[config.mk]
export PLATFORM = sky130hd
export DESIGN_NAME = spi_target
export DESIGN_NICKNAME = d
export VERILOG_FILES = /design/src/rtl/spi_pkg.sv /design/src/rtl/spi_sync.sv /design/src/rtl/spi_target.sv
export SDC_FILE = /design/constraint.sdc
export NUM_CORES = 1
export LEC_CHECK = 0
export CORE_ASPECT_RATIO = 0.7
export CORE_MARGIN = 2
export CORE_UTILIZATION = 40
export CTS_CLUSTER_SIZE = 24
export DETAILED_ROUTE_END_ITERATION = 12
export PLACE_DENSITY_LB_ADDON = 0.2
export SYNTH_ARGS = -nofsm -noshare
export SYNTH_HDL_FRONTEND = slang
export SYNTH_SLANG_ARGS = --single-unit
export TNS_END_PERCENT = 1
[constraint.sdc]
create_clock -name S_AXI_ACLK -period 2.4 [get_ports S_AXI_ACLK]
set_input_delay 0.48 -clock S_AXI_ACLK [delete_from_list [all_inputs] [get_ports S_AXI_ACLK]]
set_output_delay 0.48 -clock S_AXI_ACLK [all_outputs]
set_load 0.02 [all_outputs]
[src/rtl/spi_pkg.sv]
// spi_pkg
// Shared definitions for the SPI target slice: default frame length,
// the master bit rate the design is characterised against, and the
// frame state encoding used by spi_target.
package spi_pkg;

  // Frame length in bits, shifted MSB first.
  localparam int BITS_PER_TRANSACTION = 16;

  // Reference master rate in S_AXI_ACLK cycles per SPI bit.
  localparam int CLOCKS_PER_BIT = 20;

  // Frame states: IDLE between frames, SHIFT while bits move,
  // HOLD after a complete word until chip select is released.
  typedef enum logic [1:0] {
    IDLE  = 2'd0,
    SHIFT = 2'd1,
    HOLD  = 2'd2
  } state_t;

endpackage

[src/rtl/spi_sync.sv]
// spi_sync
// Multi-flop synchronizer for one asynchronous input, with single-cycle
// rise/fall pulses derived from the synchronized level.
// Ports:
//   S_AXI_ACLK    clock
//   S_AXI_ARESET  synchronous active-high reset (chain loads RESET_VAL)
//   async_in      asynchronous input pin
//   sync_out      synchronized level
//   rise / fall   one-cycle edge pulses on sync_out
// STAGES must be at least 2.
module spi_sync
  import spi_pkg::*;
#(
  parameter int   STAGES    = 2,
  parameter logic RESET_VAL = 1'b0
) (
  input  logic S_AXI_ACLK,
  input  logic S_AXI_ARESET,
  input  logic async_in,
  output logic sync_out,
  output logic rise,
  output logic fall
);

  logic [STAGES-1:0] chain;
  logic              prev;

  // The edge reference flop resets to the same value as the chain so that
  // reset release never fabricates an edge on its own.
  always_ff @(posedge S_AXI_ACLK) begin
    if (S_AXI_ARESET) begin
      chain <= {STAGES{RESET_VAL}};
      prev  <= RESET_VAL;
    end else begin
      chain <= {chain[STAGES-2:0], async_in};
      prev  <= chain[STAGES-1];
    end
  end

  assign sync_out = chain[STAGES-1];
  assign rise     = sync_out & ~prev;
  assign fall     = ~sync_out & prev;

endmodule

[src/rtl/spi_target.sv]
// spi_target
// SPI target (CPOL=1, CPHA=1) with valid/ready word interfaces.
// mosi is sampled on sclk rising edges, sdin_out changes on sclk falling
// edges. All pins are synchronized before use.
// Ports:
//   S_AXI_ACLK, S_AXI_ARESET    clock, synchronous active-high reset
//   cs, sclk, mosi              SPI pins from the master (asynchronous)
//   sdin_out                    serial data back to the master
//   tx_data/tx_valid/tx_ready   word to send in the next frame
//   rx_data/rx_valid/rx_ready   last received word
//   busy                        frame in progress (SHIFT or HOLD)
//   overrun/underrun/frame_err  one-cycle event pulses
module spi_target
  import spi_pkg::*;
#(
  parameter int BITS_PER_TRANSACTION = spi_pkg::BITS_PER_TRANSACTION,
  parameter int SYNC_STAGES          = 2
) (
  input  logic                            S_AXI_ACLK,
  input  logic                            S_AXI_ARESET,
  input  logic                            cs,
  input  logic                            sclk,
  input  logic                            mosi,
  output logic                            sdin_out,
  input  logic [BITS_PER_TRANSACTION-1:0] tx_data,
  input  logic                            tx_valid,
  output logic                            tx_ready,
  output logic [BITS_PER_TRANSACTION-1:0] rx_data,
  output logic                            rx_valid,
  input  logic                            rx_ready,
  output logic                            busy,
  output logic                            overrun,
  output logic                            underrun,
  output logic                            frame_err
);

  localparam int B     = BITS_PER_TRANSACTION;
  localparam int CNT_W = $clog2(B + 1);

  logic cs_level_unused, cs_rise, cs_fall;
  logic sclk_level_unused, sclk_rise, sclk_fall;
  logic mosi_sync, mosi_rise_unused, mosi_fall_unused;

  state_t             state;
  logic [CNT_W-1:0]   bit_cnt;
  logic [B-2:0]       rx_shift;
  logic [B-1:0]       rx_next;
  logic [B-1:0]       tx_shift;
  logic [B-1:0]       tx_hold;
  logic               tx_full;

  spi_sync #(.STAGES(SYNC_STAGES), .RESET_VAL(1'b1)) u_cs_sync (
    .S_AXI_ACLK  (S_AXI_ACLK),
    .S_AXI_ARESET(S_AXI_ARESET),
    .async_in    (cs),
    .sync_out    (cs_level_unused),
    .rise        (cs_rise),
    .fall        (cs_fall)
  );

  spi_sync #(.STAGES(SYNC_STAGES), .RESET_VAL(1'b1)) u_sclk_sync (
    .S_AXI_ACLK  (S_AXI_ACLK),
    .S_AXI_ARESET(S_AXI_ARESET),
    .async_in    (sclk),
    .sync_out    (sclk_level_unused),
    .rise        (sclk_rise),
    .fall        (sclk_fall)
  );

  spi_sync #(.STAGES(SYNC_STAGES), .RESET_VAL(1'b0)) u_mosi_sync (
    .S_AXI_ACLK  (S_AXI_ACLK),
    .S_AXI_ARESET(S_AXI_ARESET),
    .async_in    (mosi),
    .sync_out    (mosi_sync),
    .rise        (mosi_rise_unused),
    .fall        (mosi_fall_unused)
  );

  // The full word including the bit arriving on this rising edge; the
  // shift register only needs B-1 bits of history.
  assign rx_next  = {rx_shift, mosi_sync};
  assign tx_ready = ~tx_full;
  assign busy     = (state != IDLE);

  // Frame FSM plus the tx/rx holding registers. The rx handshake clear is
  // written before the FSM so a word completing in the same cycle wins and
  // rx_valid stays high. The tx load is written after the FSM so a load in
  // the frame-start cycle refills the holding register for the next frame.
  always_ff @(posedge S_AXI_ACLK) begin
    if (S_AXI_ARESET) begin
      state     <= IDLE;
      bit_cnt   <= '0;
      rx_shift  <= '0;
      tx_shift  <= '0;
      tx_hold   <= '0;
      tx_full   <= 1'b0;
      rx_data   <= '0;
      rx_valid  <= 1'b0;
      sdin_out  <= 1'b0;
      overrun   <= 1'b0;
      underrun  <= 1'b0;
      frame_err <= 1'b0;
    end else begin
      overrun   <= 1'b0;
      underrun  <= 1'b0;
      frame_err <= 1'b0;

      if (rx_valid && rx_ready) begin
        rx_valid <= 1'b0;
      end

      case (state)
        IDLE: begin
          sdin_out <= 1'b0;
          if (cs_fall) begin
            state    <= SHIFT;
            bit_cnt  <= '0;
            rx_shift <= '0;
            if (tx_full) begin
              tx_shift <= tx_hold;
              sdin_out <= tx_hold[B-1];
              tx_full  <= 1'b0;
            end else begin
              tx_shift <= '0;
              underrun <= 1'b1;
            end
          end
        end

        SHIFT: begin
          if (cs_rise) begin
            state    <= IDLE;
            sdin_out <= 1'b0;
            if (bit_cnt != '0) begin
              frame_err <= 1'b1;
            end
          end else if (sclk_rise) begin
            rx_shift <= rx_next[B-2:0];
            bit_cnt  <= bit_cnt + CNT_W'(1);
            if (bit_cnt == CNT_W'(B - 1)) begin
              state    <= HOLD;
              sdin_out <= 1'b0;
              if (rx_valid && !rx_ready) begin
                overrun <= 1'b1;
              end else begin
                rx_data  <= rx_next;
                rx_valid <= 1'b1;
              end
            end
          end else if (sclk_fall && bit_cnt != '0) begin
            // The leading falling edge before the first rise is ignored:
            // the MSB is already on the pin from frame start.
            sdin_out <= tx_shift[B-2];
            tx_shift <= tx_shift << 1;
          end
        end

        HOLD: begin
          sdin_out <= 1'b0;
          if (cs_rise) begin
            state <= IDLE;
          end
        end

        default: begin
          state    <= IDLE;
          sdin_out <= 1'b0;
        end
      endcase

      if (tx_valid && !tx_full) begin
        tx_hold <= tx_data;
        tx_full <= 1'b1;
      end
    end
  end

endmodule
==> results by group <==
Clock network
  • Root buffer cell: clkbuf_16
  • CTS Buffer Depth: 2
  • Sink Count: 83
  • Setup Fix Bufs, Post-CTS: 0
  • CTS Buf Count: 9
  • Post-cts gate resize count: 0
  • CTS tree: done
  • Post-CTS Hold Buffers: 0
  • CTS clk-pin slew, worst paths: about 0.06 ns
  • # H-tree levels: 3
  • Clk_lat worst skew: roughly 0.34 ns

Synthesis
  • Mean Syn Cell Area: around 9.0 sq um
  • Cells after synthesis: approximately 390
  • Number of distinct library cells after synthesis: 42
  • FFs w/ async S/R, synth: 0%
  • Cell Area, Synth: roughly 3500 sq um
  • Sequential area share after synthesis: ~48%
  • Synthesis Warnings: 0
  • Mapped Nets: about 410
  • Main synth FF type: dfxtp_1
  • Yosys reg bits: 83
  • Number of synthesized flops with an enable pin: 0

Timing
  • Period utilisation layout: 86.09%
  • Slew @ Worst Pin: 0.7494 ns
  • RSZ-0062 raised after global routing: false
  • Hold Vio Cnt, Final: 0
  • Setup TNS: 0 ns
  • Relative slew slack: about half
  • Tmin final: 2.066 ns
  • Final setup viols: 0
  • FMAX: approximately 480 MHz
  • Final WS setup: 0.3339 ns
  • Layout Skew: 0.009368 ns
  • Max-slew violation count: 0

Detailed routing
  • Drt pass-1 iters: 4
  • Detailed-route via count: around 2,700
  • DRC: 0
  • DRT antenna net count: 0
  • DR vias/cell: between 5 and 6
  • Wire per inst: approximately 14 um
  • Detailed Route WL: 7.633 mm
  • DR iter-0 viols: 104

Setup path
  • Worst R2R End: rx_data[8]
  • Stages on the worst setup path: 8
  • Worst path max stage delay: approximately 0.39 ns
  • Top cell family by delay on the critical path: simple AND/OR/NAND/NOR gates
  • Crit-path max FO: 16
  • RR Startpoint: bit_cnt[0]
  • Reg2Reg Depth: 8
  • R2R setup slack: roughly 0.33 ns
  • CP bufs+invs: 1
  • Setup CP Type: reg2reg
  • CP max-delay cell: dfxtp_1
  • CP Launch Type: register
  • CP required: 2.60 ns
  • Crit path capture: rx_data[8]
  • WP data arrival: roughly 2.3 ns
  • Crit path cell chain: ha_1 -> and3_1 -> ha_1 -> nand3b_1 -> nor4b_4 -> buf_4 -> mux2i_1 -> nor2_1
  • Setup crit end kind: register
  • Most used cell along the critical path: ha_1
  • Setup crit start: bit_cnt[0]

Die
  • Num ports: between 40 and 50
  • Core ar.: about 8400 sq um
  • Initial core utilization: between 40% and 50%
  • Full die area: 9414 sq um
  • Chip height: just over 80 um
  • Die span in x: 115.1 um
  • Row count: 28

Pwr
  • Leak: 1.482 nW
  • Sw frac: a little under a quarter
  • P_sw: 681.8 uW
  • Comb pwr share: between 7 and 8%
  • Sequential fraction of design power: 48.7%
  • Power per standard cell area: between 600 and 700 nW/um^2
  • Pint: roughly 2.3 mW
  • Worst vdd ir: 0.4582 mV
  • Clock power frac: 43.9%

Global routing
  • First-pass GRT wire length: between 10 and 15 mm
  • Pin count of the biggest net entering global routing: 33
  • Overflow after GRT: 0
  • GRT Total Usage: about 17%
  • Vias in the first global route: approximately 2,500
  • Initial antenna violation count: 0

Final layout
  • N_diodes: 0
  • Final Net Count: 447
  • Commonest cells after routing, fill and taps aside: dfxtp_1, nand2_1, a21oi_1
  • P&R area growth vs syn: 23.34%
  • Most common cell after layout, fill and taps aside: dfxtp_1
  • Fill cells: slightly above 800
  • Layout cell share with drive strength beyond 1: between 10% and 20%

Outcome
  • Status: finished clean

Placement
  • Worst setup slack after placement: ~0.31 ns
  • DPL Wire Length: slightly below 5 mm
  • IO buf count: between 40 and 50
  • GPL Wtd Cong: 0.7969

Worst hold path
  • Hold Crit Class: reg2reg

Job
  • Max Cap Viol: 0
-- state kept, by name, summed over array words and instances (netlist names), 5 cells and up --
signal and flops:
bit_cnt 5, rx_data 16, rx_shift 15, tx_hold 16
tx_shift 15
-- cell type report --
class	count	area (sq um)	area share, %
Sequential cell	83	1662	38.97
Multi-Input combinational cell	265	1609	37.73
Timing Repair Buffer	55	558.0	13.09
Clock buffer	13	260.3	6.103
Tap cell	105	131.4	3.081
Inverter	6	22.52	0.5282
Clock inverter	3	21.27	0.4988
-- layer usage --
layer,track usage (%),vias to the layer above,share of wire (%)
met5,0,-,0
met4,4.699,0,0.88
met3,5.314,7,3.5
met2,23.59,38,40
met1,26.31,1282,55
li1,-,1403,-
-- worst min-delay path by stage --
| stage | cells past startpoint | endpoint | startpoint | slack, ns |
|---|---|---|---|---|
| 4_1_cts | 1 | u_sclk_sync.chain[1] | u_sclk_sync.chain[0] | 0.42 |
| 2_1_floorplan | 1 | u_cs_sync.chain[1] | u_cs_sync.chain[0] | 0.39 |
| 3_3_place_gp | 1 | u_cs_sync.chain[1] | u_cs_sync.chain[0] | 0.40 |
| 6_report | 1 | u_sclk_sync.chain[1] | u_sclk_sync.chain[0] | 0.42 |
| 5_1_grt | 1 | u_cs_sync.chain[1] | u_cs_sync.chain[0] | 0.45 |
| 3_5_place_dp | 1 | u_sclk_sync.chain[1] | u_sclk_sync.chain[0] | 0.40 |
-- worst register-to-register path, stage by stage, from the launching register on --
cell,delay [ns]
dfxtp_1,0.39
ha_1,0.22
and3_1,0.20
ha_1,0.15
nand3b_1,0.13
nor4b_4,0.22
buf_4,0.33
mux2i_1,0.25
nor2_1,0.06
-- power groups by stage --
| stage | registers, mW | logic, mW | clock network, mW |
|---|---|---|---|
| floorplan | 1.46 | 0.142 | 0 |
| global placement | 1.47 | 0.215 | 0 |
| finish | 1.44 | 0.217 | 1.30 |
| CTS | 1.44 | 0.219 | 1.32 |
| global route | 1.44 | 0.239 | 1.38 |
| detailed placement | 1.47 | 0.218 | 0 |
-- cell usage after synthesis (all sizes together) (2+ instances only) --
cell    number  area [sq um]
or2          7         43.79
ha           4         50.05
nand4       17         106.4
nand2       49         183.9
o31ai        2         15.01
nor4b        2         38.78
nor2        52         232.7
nor3         8         40.04
dfxtp       83          1662
o21a         2         15.01
a211oi      15         182.7
buf         12         101.3
clkbuf      19         71.32
a21oi       49         245.2
nand3b       2         15.01
nand2b       4         25.02
nor2b        6         37.54
nand3        2         10.01
inv          5         18.77
mux2i       16         160.2
o21ai       16         80.07
-- cell families after synthesis --
| logic type | synth area share [%] |
|---|---|
| flip-flops | 48.06 |
| AO/OA/AOI/OAI | 17.84 |
| adder cells (fa/ha/maj) | 1.448 |
| AND/OR/NAND/NOR | 22.37 |
| buffers and inverters | 5.646 |
| multiplexers | 4.633 |
-- per-stage QoR --
stage	power [mW]	cell area [sq um]	cells	util, %	hold slack, ns
floorplan	1.604	3457	385	-	0.3895
global placement	1.682	3983	514	47.37	0.4009
detailed placement	1.685	3983	514	47.37	0.4037
CTS	2.975	4264	530	50.71	0.4179
global route	3.058	4264	530	50.71	0.4454
finish	2.952	4264	530	50.71	0.4161
Power figures use the tool's default switching activity.
